## src/rtl/mapper_mmc_if.sv

```systemverilog
// Bus bundle between the host (CPU/PPU side) and the cartridge mapper.
// The master drives header fields, CPU writes and fetch addresses; the slave returns translations.
interface mapper_mmc_if #(
   parameter int unsigned PRG_W = 4,
   parameter int unsigned CHR_W = 5
);
   logic [7:0]          num;
   logic [PRG_W-1:0]    max;
   logic                hdr_v;
   logic                ct_cpu;
   logic [15:0]         cpu_a;
   logic [7:0]          cpu_o;
   logic                cpu_w;
   logic [15:0]         program_a;
   logic [12:0]         chr_a;
   logic [PRG_W+13:0]   program_m;
   logic [CHR_W+11:0]   chr_m;
   logic [1:0]          mirror;
   logic                cw;
   logic                wram_en;

   modport master (
      output num, max, hdr_v, ct_cpu, cpu_a, cpu_o, cpu_w, program_a, chr_a,
      input  program_m, chr_m, mirror, cw, wram_en
   );

   modport slave (
      input  num, max, hdr_v, ct_cpu, cpu_a, cpu_o, cpu_w, program_a, chr_a,
      output program_m, chr_m, mirror, cw, wram_en
   );
endinterface

```

## src/rtl/mapper_mmc.sv

```systemverilog
// Cartridge address mapper for NROM (0), MMC1 (1) and UxROM (2).
// Holds bank registers and translates PRG/CHR addresses combinationally.
module mapper_mmc #(
   parameter int unsigned PRG_W = 4,
   parameter int unsigned CHR_W = 5
) (
   input  logic         i_clk,
   input  logic         i_rst_n,
   mapper_mmc_if.slave  bus
);

   logic [4:0]       r_shift;
   logic [4:0]       r_ctrl;
   logic [4:0]       r_chr0;
   logic [4:0]       r_chr1;
   logic [4:0]       r_prg;
   logic [PRG_W-1:0] r_ubank;
   logic             r_prev_wr;

   logic             w_wr;
   logic             w_is_mmc1;
   logic             w_is_uxrom;
   logic [4:0]       w_shift_nxt;
   logic [4:0]       w_pb_full;
   logic [PRG_W-1:0] w_pb;
   logic [PRG_W-1:0] w_prg_bank;
   logic [CHR_W-1:0] w_chr_bank;
   logic             w_a14;
   logic             w_a12;
   logic             w_unused;

   assign w_wr        = bus.ct_cpu & bus.cpu_w & bus.cpu_a[15];
   assign w_is_mmc1   = (bus.num == 8'd1);
   assign w_is_uxrom  = (bus.num == 8'd2);
   assign w_shift_nxt = {bus.cpu_o[0], r_shift[4:1]};
   assign w_pb_full   = {r_chr0[4], r_prg[3:0]};
   assign w_pb        = w_pb_full[PRG_W-1:0];
   assign w_a14       = bus.program_a[14];
   assign w_a12       = bus.chr_a[12];

   // Bits of wide inputs/registers that narrow bank parameters leave unread.
   assign w_unused = ^{bus.cpu_o, bus.cpu_a, bus.program_a, r_chr0, r_chr1};

   always_ff @(posedge i_clk or negedge i_rst_n) begin
      if (!i_rst_n) begin
         r_shift   <= 5'b10000;
         r_ctrl    <= 5'h0C;
         r_chr0    <= 5'h00;
         r_chr1    <= 5'h00;
         r_prg     <= 5'h00;
         r_ubank   <= '0;
         r_prev_wr <= 1'b0;
      end else begin
         if (bus.ct_cpu) begin
            r_prev_wr <= w_wr;
         end
         // A write straight after another write is the dummy cycle of a RMW; drop it.
         if (w_wr && w_is_mmc1 && !r_prev_wr) begin
            if (bus.cpu_o[7]) begin
               r_shift <= 5'b10000;
               r_ctrl  <= r_ctrl | 5'h0C;
            end else if (!r_shift[0]) begin
               r_shift <= w_shift_nxt;
            end else begin
               r_shift <= 5'b10000;
               unique case (bus.cpu_a[14:13])
                  2'd0:    r_ctrl <= w_shift_nxt;
                  2'd1:    r_chr0 <= w_shift_nxt;
                  2'd2:    r_chr1 <= w_shift_nxt;
                  default: r_prg  <= w_shift_nxt;
               endcase
            end
         end
         if (w_wr && w_is_uxrom) begin
            r_ubank <= bus.cpu_o[PRG_W-1:0];
         end
      end
   end

   always_comb begin
      w_prg_bank  = '0;
      w_chr_bank  = '0;
      bus.mirror  = bus.hdr_v ? 2'd2 : 2'd3;
      bus.cw      = 1'b0;
      bus.wram_en = 1'b1;
      if (w_is_mmc1) begin
         unique case (r_ctrl[3:2])
            2'd2:    w_prg_bank = w_a14 ? w_pb : '0;
            2'd3:    w_prg_bank = w_a14 ? bus.max : w_pb;
            default: begin
               w_prg_bank    = w_pb;
               w_prg_bank[0] = w_a14;
            end
         endcase
         if (r_ctrl[4]) begin
            w_chr_bank = w_a12 ? r_chr1[CHR_W-1:0] : r_chr0[CHR_W-1:0];
         end else begin
            w_chr_bank    = r_chr0[CHR_W-1:0];
            w_chr_bank[0] = w_a12;
         end
         bus.mirror  = r_ctrl[1:0];
         bus.wram_en = ~r_prg[4];
      end else if (w_is_uxrom) begin
         w_prg_bank    = w_a14 ? bus.max : r_ubank;
         w_chr_bank[0] = w_a12;
         bus.cw        = 1'b1;
      end else begin
         // A single 16K image mirrors into $C000.
         w_prg_bank[0] = w_a14 & (bus.max != '0);
         w_chr_bank[0] = w_a12;
      end
   end

   assign bus.program_m = {w_prg_bank, bus.program_a[13:0]};
   assign bus.chr_m     = {w_chr_bank, bus.chr_a[11:0]};

endmodule

```

## src/flat_wrapper.sv

```systemverilog
// flat-port wrapper written by rule: the top's interface ports become plain ports
module mapper_mmc_flat 
#(
   parameter int unsigned PRG_W = 4,
   parameter int unsigned CHR_W = 5
)
  (i_clk, i_rst_n, bus_num, bus_max, bus_hdr_v, bus_ct_cpu, bus_cpu_a, bus_cpu_o, bus_cpu_w, bus_program_a, bus_chr_a, bus_program_m, bus_chr_m, bus_mirror, bus_cw, bus_wram_en);
  mapper_mmc_if #(.PRG_W(PRG_W), .CHR_W(CHR_W)) bus_i ();
  input  logic i_clk;
  input  logic i_rst_n;
  input wire logic [$bits(bus_i.num)-1:0] bus_num;
  input wire logic [$bits(bus_i.max)-1:0] bus_max;
  input wire logic [$bits(bus_i.hdr_v)-1:0] bus_hdr_v;
  input wire logic [$bits(bus_i.ct_cpu)-1:0] bus_ct_cpu;
  input wire logic [$bits(bus_i.cpu_a)-1:0] bus_cpu_a;
  input wire logic [$bits(bus_i.cpu_o)-1:0] bus_cpu_o;
  input wire logic [$bits(bus_i.cpu_w)-1:0] bus_cpu_w;
  input wire logic [$bits(bus_i.program_a)-1:0] bus_program_a;
  input wire logic [$bits(bus_i.chr_a)-1:0] bus_chr_a;
  output wire logic [$bits(bus_i.program_m)-1:0] bus_program_m;
  output wire logic [$bits(bus_i.chr_m)-1:0] bus_chr_m;
  output wire logic [$bits(bus_i.mirror)-1:0] bus_mirror;
  output wire logic [$bits(bus_i.cw)-1:0] bus_cw;
  output wire logic [$bits(bus_i.wram_en)-1:0] bus_wram_en;
  assign bus_i.num = bus_num;
  assign bus_i.max = bus_max;
  assign bus_i.hdr_v = bus_hdr_v;
  assign bus_i.ct_cpu = bus_ct_cpu;
  assign bus_i.cpu_a = bus_cpu_a;
  assign bus_i.cpu_o = bus_cpu_o;
  assign bus_i.cpu_w = bus_cpu_w;
  assign bus_i.program_a = bus_program_a;
  assign bus_i.chr_a = bus_chr_a;
  assign bus_program_m = bus_i.program_m;
  assign bus_chr_m = bus_i.chr_m;
  assign bus_mirror = bus_i.mirror;
  assign bus_cw = bus_i.cw;
  assign bus_wram_en = bus_i.wram_en;
  mapper_mmc #(.PRG_W(PRG_W), .CHR_W(CHR_W)) u_core (.i_clk(i_clk), .i_rst_n(i_rst_n), .bus(bus_i));
endmodule
```

## config.mk

```make
export PLATFORM = sky130hd
export DESIGN_NAME = mapper_mmc_flat
export DESIGN_NICKNAME = d
export VERILOG_FILES = /design/src/rtl/mapper_mmc_if.sv /design/src/rtl/mapper_mmc.sv /design/src/flat_wrapper.sv
export SDC_FILE = /design/constraint.sdc
export NUM_CORES = 1
export LEC_CHECK = 0
export CORE_MARGIN = 2
export CORE_UTILIZATION = 37
export DETAILED_ROUTE_END_ITERATION = 10
export PLACE_DENSITY = 0.8
export SLEW_MARGIN = 0
export SYNTH_ARGS = -nofsm -noshare
export SYNTH_HDL_FRONTEND = slang
export SYNTH_SLANG_ARGS = --single-unit
export TNS_END_PERCENT = 100
```

## constraint.sdc

```tcl
create_clock -name i_clk -period 2.1 [get_ports i_clk]
set_input_delay 0.42 -clock i_clk [delete_from_list [all_inputs] [get_ports i_clk]]
set_output_delay 0.42 -clock i_clk [all_outputs]
set_load 0.005 [all_outputs]
```

==> flow_summary.ini <==
[timing]
drv_slew = 0
setup_ws_ns = -0.006950
setup_violations = 1
worstMarginPinSlew_ns = 0.3793
period_needed_ns = 2.107
hold_viol_final = 0
whs_ns = 0.5041
fmax_mhz = 474.6
slew-limit-headroom_pct = 74.71
timing.final.crit_share_pct = 100.3
grt_setup_unrepaired = true
clock_skew_ns = 0.003851

[critical_path]
end_kind = primary output
reg2reg_from = u_core.r_prev_wr
rr_worst_depth = 5
crit_required_ns = 1.68
crit_path_start_kind = primary input
rr_endpoint = u_core.r_chr1[3]
worstSetupStartpoint = bus_num[3]
regToRegSetupSlack_ns = 0.29
path_class = in2out
critPathArrivalTime_ns = 1.69
critPathMaxFanout = 2
crit_end = bus_program_m[14]

[floorplan]
rows = 25
die_x_um = 73.76
die_h_um = 73.76
dieArea_mm2 = 0.005440
core-area_mm2 = 0.004692
initial_core_util_pct = 38.37
ios = 109

[global_route]
track_usage_pct = 16.57
grt_pass1_vias = 1461
grt_antenna_before_repair = 0
grt_pass1_wl_um = 6720
grt_max_degree = 31
globalRouteOverflowTotal = 0

[pwr]
powerDensity_mw_per_mm2 = 503.1
vdd_drop_max_uv = 295.0
switching_share_pct = 23.43
power.total_mw = 1.199
internal-power_mw = 0.9182
p_switching_mw = 0.2810
seqPwrFrac_pct = 48.8
p_leak_nw = 1.133
clkPwrFrac_pct = 40.3
power_frac_comb_pct = 10.9

[detailed_routing]
vias = 1419
vias_per_cell = 5.217
drt_iter0_drc = 70
drc = 0
first_pass_iters = 4
ant_nets = 0
wirelength_um = 4167
route.detailed.wl_per_inst_um = 15.32

[placed_design]
dp_hpwl_um = 2915
placed_cell_area_mm2 = 0.002223
gp_congestion = 0.7985
port_buffers = 39
place_inst = 262

[synth]
synth_area_per_cell_um2 = 10.23
syn_area_mm2 = 0.001800
synth_cells = 176
synth_fp_nets = 246
yosys_warnings = 0
yosysSeqAreaShare_pct = 41.90
ys_async_sr_fraction_pct = 100.0
ys_ff_latch = 30
synth-edff-count = 0
synthFlopType = dfrtp_1
ys_types = 35

[cells_and_area]
final_area_mm2 = 0.002384
post-route-util_pct = 50.80
fin_cells = 272
diodes = 0
drive_above_1_share_pct = 42.20
finish.net_count = 287
syn2layout_area_growth_pct = 32.38
fill_cells = 420

[clock_network]
clkLatencyLatePin_ns = 0.28
cts.sinks = 30
cts_made_buffers = 5
cts_tree = built
cts_root_buf = clkbuf_8
htreeDepth = 2
ctsHoldBuffers = 0
cts_max_path_buffers = 2
clk_pin_slew_worst_paths_ns = 0.07

[status]
failed_checks = setup timing
status = complete, but fails checks

[worst_hold_path]
hold_path.class = reg2reg

[flow_run]
maxCapViolations = 0
==> power by group through the flow <==
stage | logic [mW] | clock network [mW] | registers (mW)
floorplan | 0.0688 | 0 | 0.595
global placement | 0.126 | 0 | 0.595
detailed placement | 0.128 | 0 | 0.595
CTS | 0.129 | 0.493 | 0.585
global route | 0.142 | 0.523 | 0.585
finish | 0.130 | 0.483 | 0.585
==> cell usage after synthesis, drive strengths merged, types with 2 or more instances <==
cell type	number	area share (%)
inv	9	1.9
buf	28	11
clkbuf	3	0.63
a21boi	2	0.83
a22oi	3	1.3
nand2b	3	1.0
nand2	17	3.5
nand3	10	2.8
nand4	2	1.5
o22a	2	0.97
nor4	3	2.7
o22ai	3	1.0
a21oi	8	2.2
o21ai	11	3.1
dfrtp	27	38
nor2	5	1.0
mux2i	4	2.2
dfstp	3	4.4
mux2	22	14
==> per-layer routing <==
metal	share of wire, %	GRT usage, %	vias up
met5	0	0	-
met4	0.94	6.667	0
met3	5.6	4.252	4
met2	53	27.78	43
met1	41	20.19	697
li1	-	-	675
==> placed cells by master, fill, tap and decap left out, drive strengths merged, types with 2 or more instances in the layout <==
cell / n
nor2: 5
o22ai: 3
dfstp: 3
o21ai: 11
a22oi: 3
clkdlybuf4s15: 4
clkbuf: 11
mux2: 22
nand3: 10
nand2: 17
dlygate4sd2: 2
a21oi: 8
nand2b: 3
nand4: 2
inv: 9
buf: 33
clkdlybuf4s50: 15
dfrtp: 27
mux2i: 4
nor4: 3
o22a: 2
a21boi: 2
dlymetal6s2s: 6
==> sequential cells by signal, summed over array words and instances, names as in the netlist <==
signal / flops
u_core.r_ctrl: 5
u_core.r_prev_wr: 1
u_core.r_shift: 5
u_core.r_ubank: 4
u_core.r_prg: 5
u_core.r_chr0: 5
u_core.r_chr1: 5
==> layout make-up <==
class	count	area [um^2]	share of cell area (%)
Multi-Input combinational cell	106	870.8	36.54
Sequential cell	30	754.5	31.65
Timing Repair Buffer	65	561.8	23.57
Clock buffer	6	82.58	3.465
Tap cell	54	67.56	2.835
Inverter	9	33.78	1.417
Clock inverter	2	12.51	0.5249
==> how the worst min path moves through the flow <==
| stage | slack, ns | cells past startpoint | end | start |
|---|---|---|---|---|
| detailed placement | 0.49 | 1 | u_core.r_ctrl[1] | u_core.r_ctrl[1] |
| global placement | 0.49 | 1 | u_core.r_prg[4] | u_core.r_prg[4] |
| CTS | 0.51 | 1 | u_core.r_ubank[3] | u_core.r_ubank[3] |
| finish | 0.50 | 1 | u_core.r_ctrl[1] | u_core.r_ctrl[1] |
| floorplan | 0.12 | 0 | u_core.r_chr0[0] | i_rst_n |
| global route | 0.52 | 1 | u_core.r_ctrl[1] | u_core.r_ctrl[1] |
==> critical path, cell delays in order <==
cell	delay [ns]
buf_6	0.09
nor4_4	0.30
nand4b_1	0.22
inv_2	0.11
mux2_4	0.30
o21ai_2	0.12
buf_2	0.12
==> logic make-up (layout without fill, tap and decap cells) <==
| group | Yosys count | count (layout) | share of synthesized area (%) |
|---|---|---|---|
| AOI/OAI and AO/OA | 31 | 31 | 10.29 |
| buffers and inverters | 40 | 82 | 13.83 |
| muxes | 26 | 26 | 16.61 |
| DFF | 30 | 30 | 41.90 |
| and+or+nand+nor | 49 | 49 | 17.37 |
==> metrics by stage <==
| step | setup slack, ns | setup TNS (ns) |
|---|---|---|
| 2_1_floorplan | 0.06309 | 0 |
| 3_3_place_gp | -0.8560 | -14.76 |
| 3_5_place_dp | -0.8964 | -15.83 |
| 4_1_cts | -0.1381 | -0.6688 |
| 5_1_grt | -0.09676 | -0.09676 |
| 6_report | -0.006950 | -0.006950 |
==> what timing repair did <==
item / in CTS / in global routing
endpoints found under the setup margin: 28 / 26
gates resized for setup: 54 / 31
hold endpoints to repair: 0 / 0
setup buffers: 1 / 1
pin swaps: 3 / 7
No activity file was read; power rests on OpenSTA's default activity.
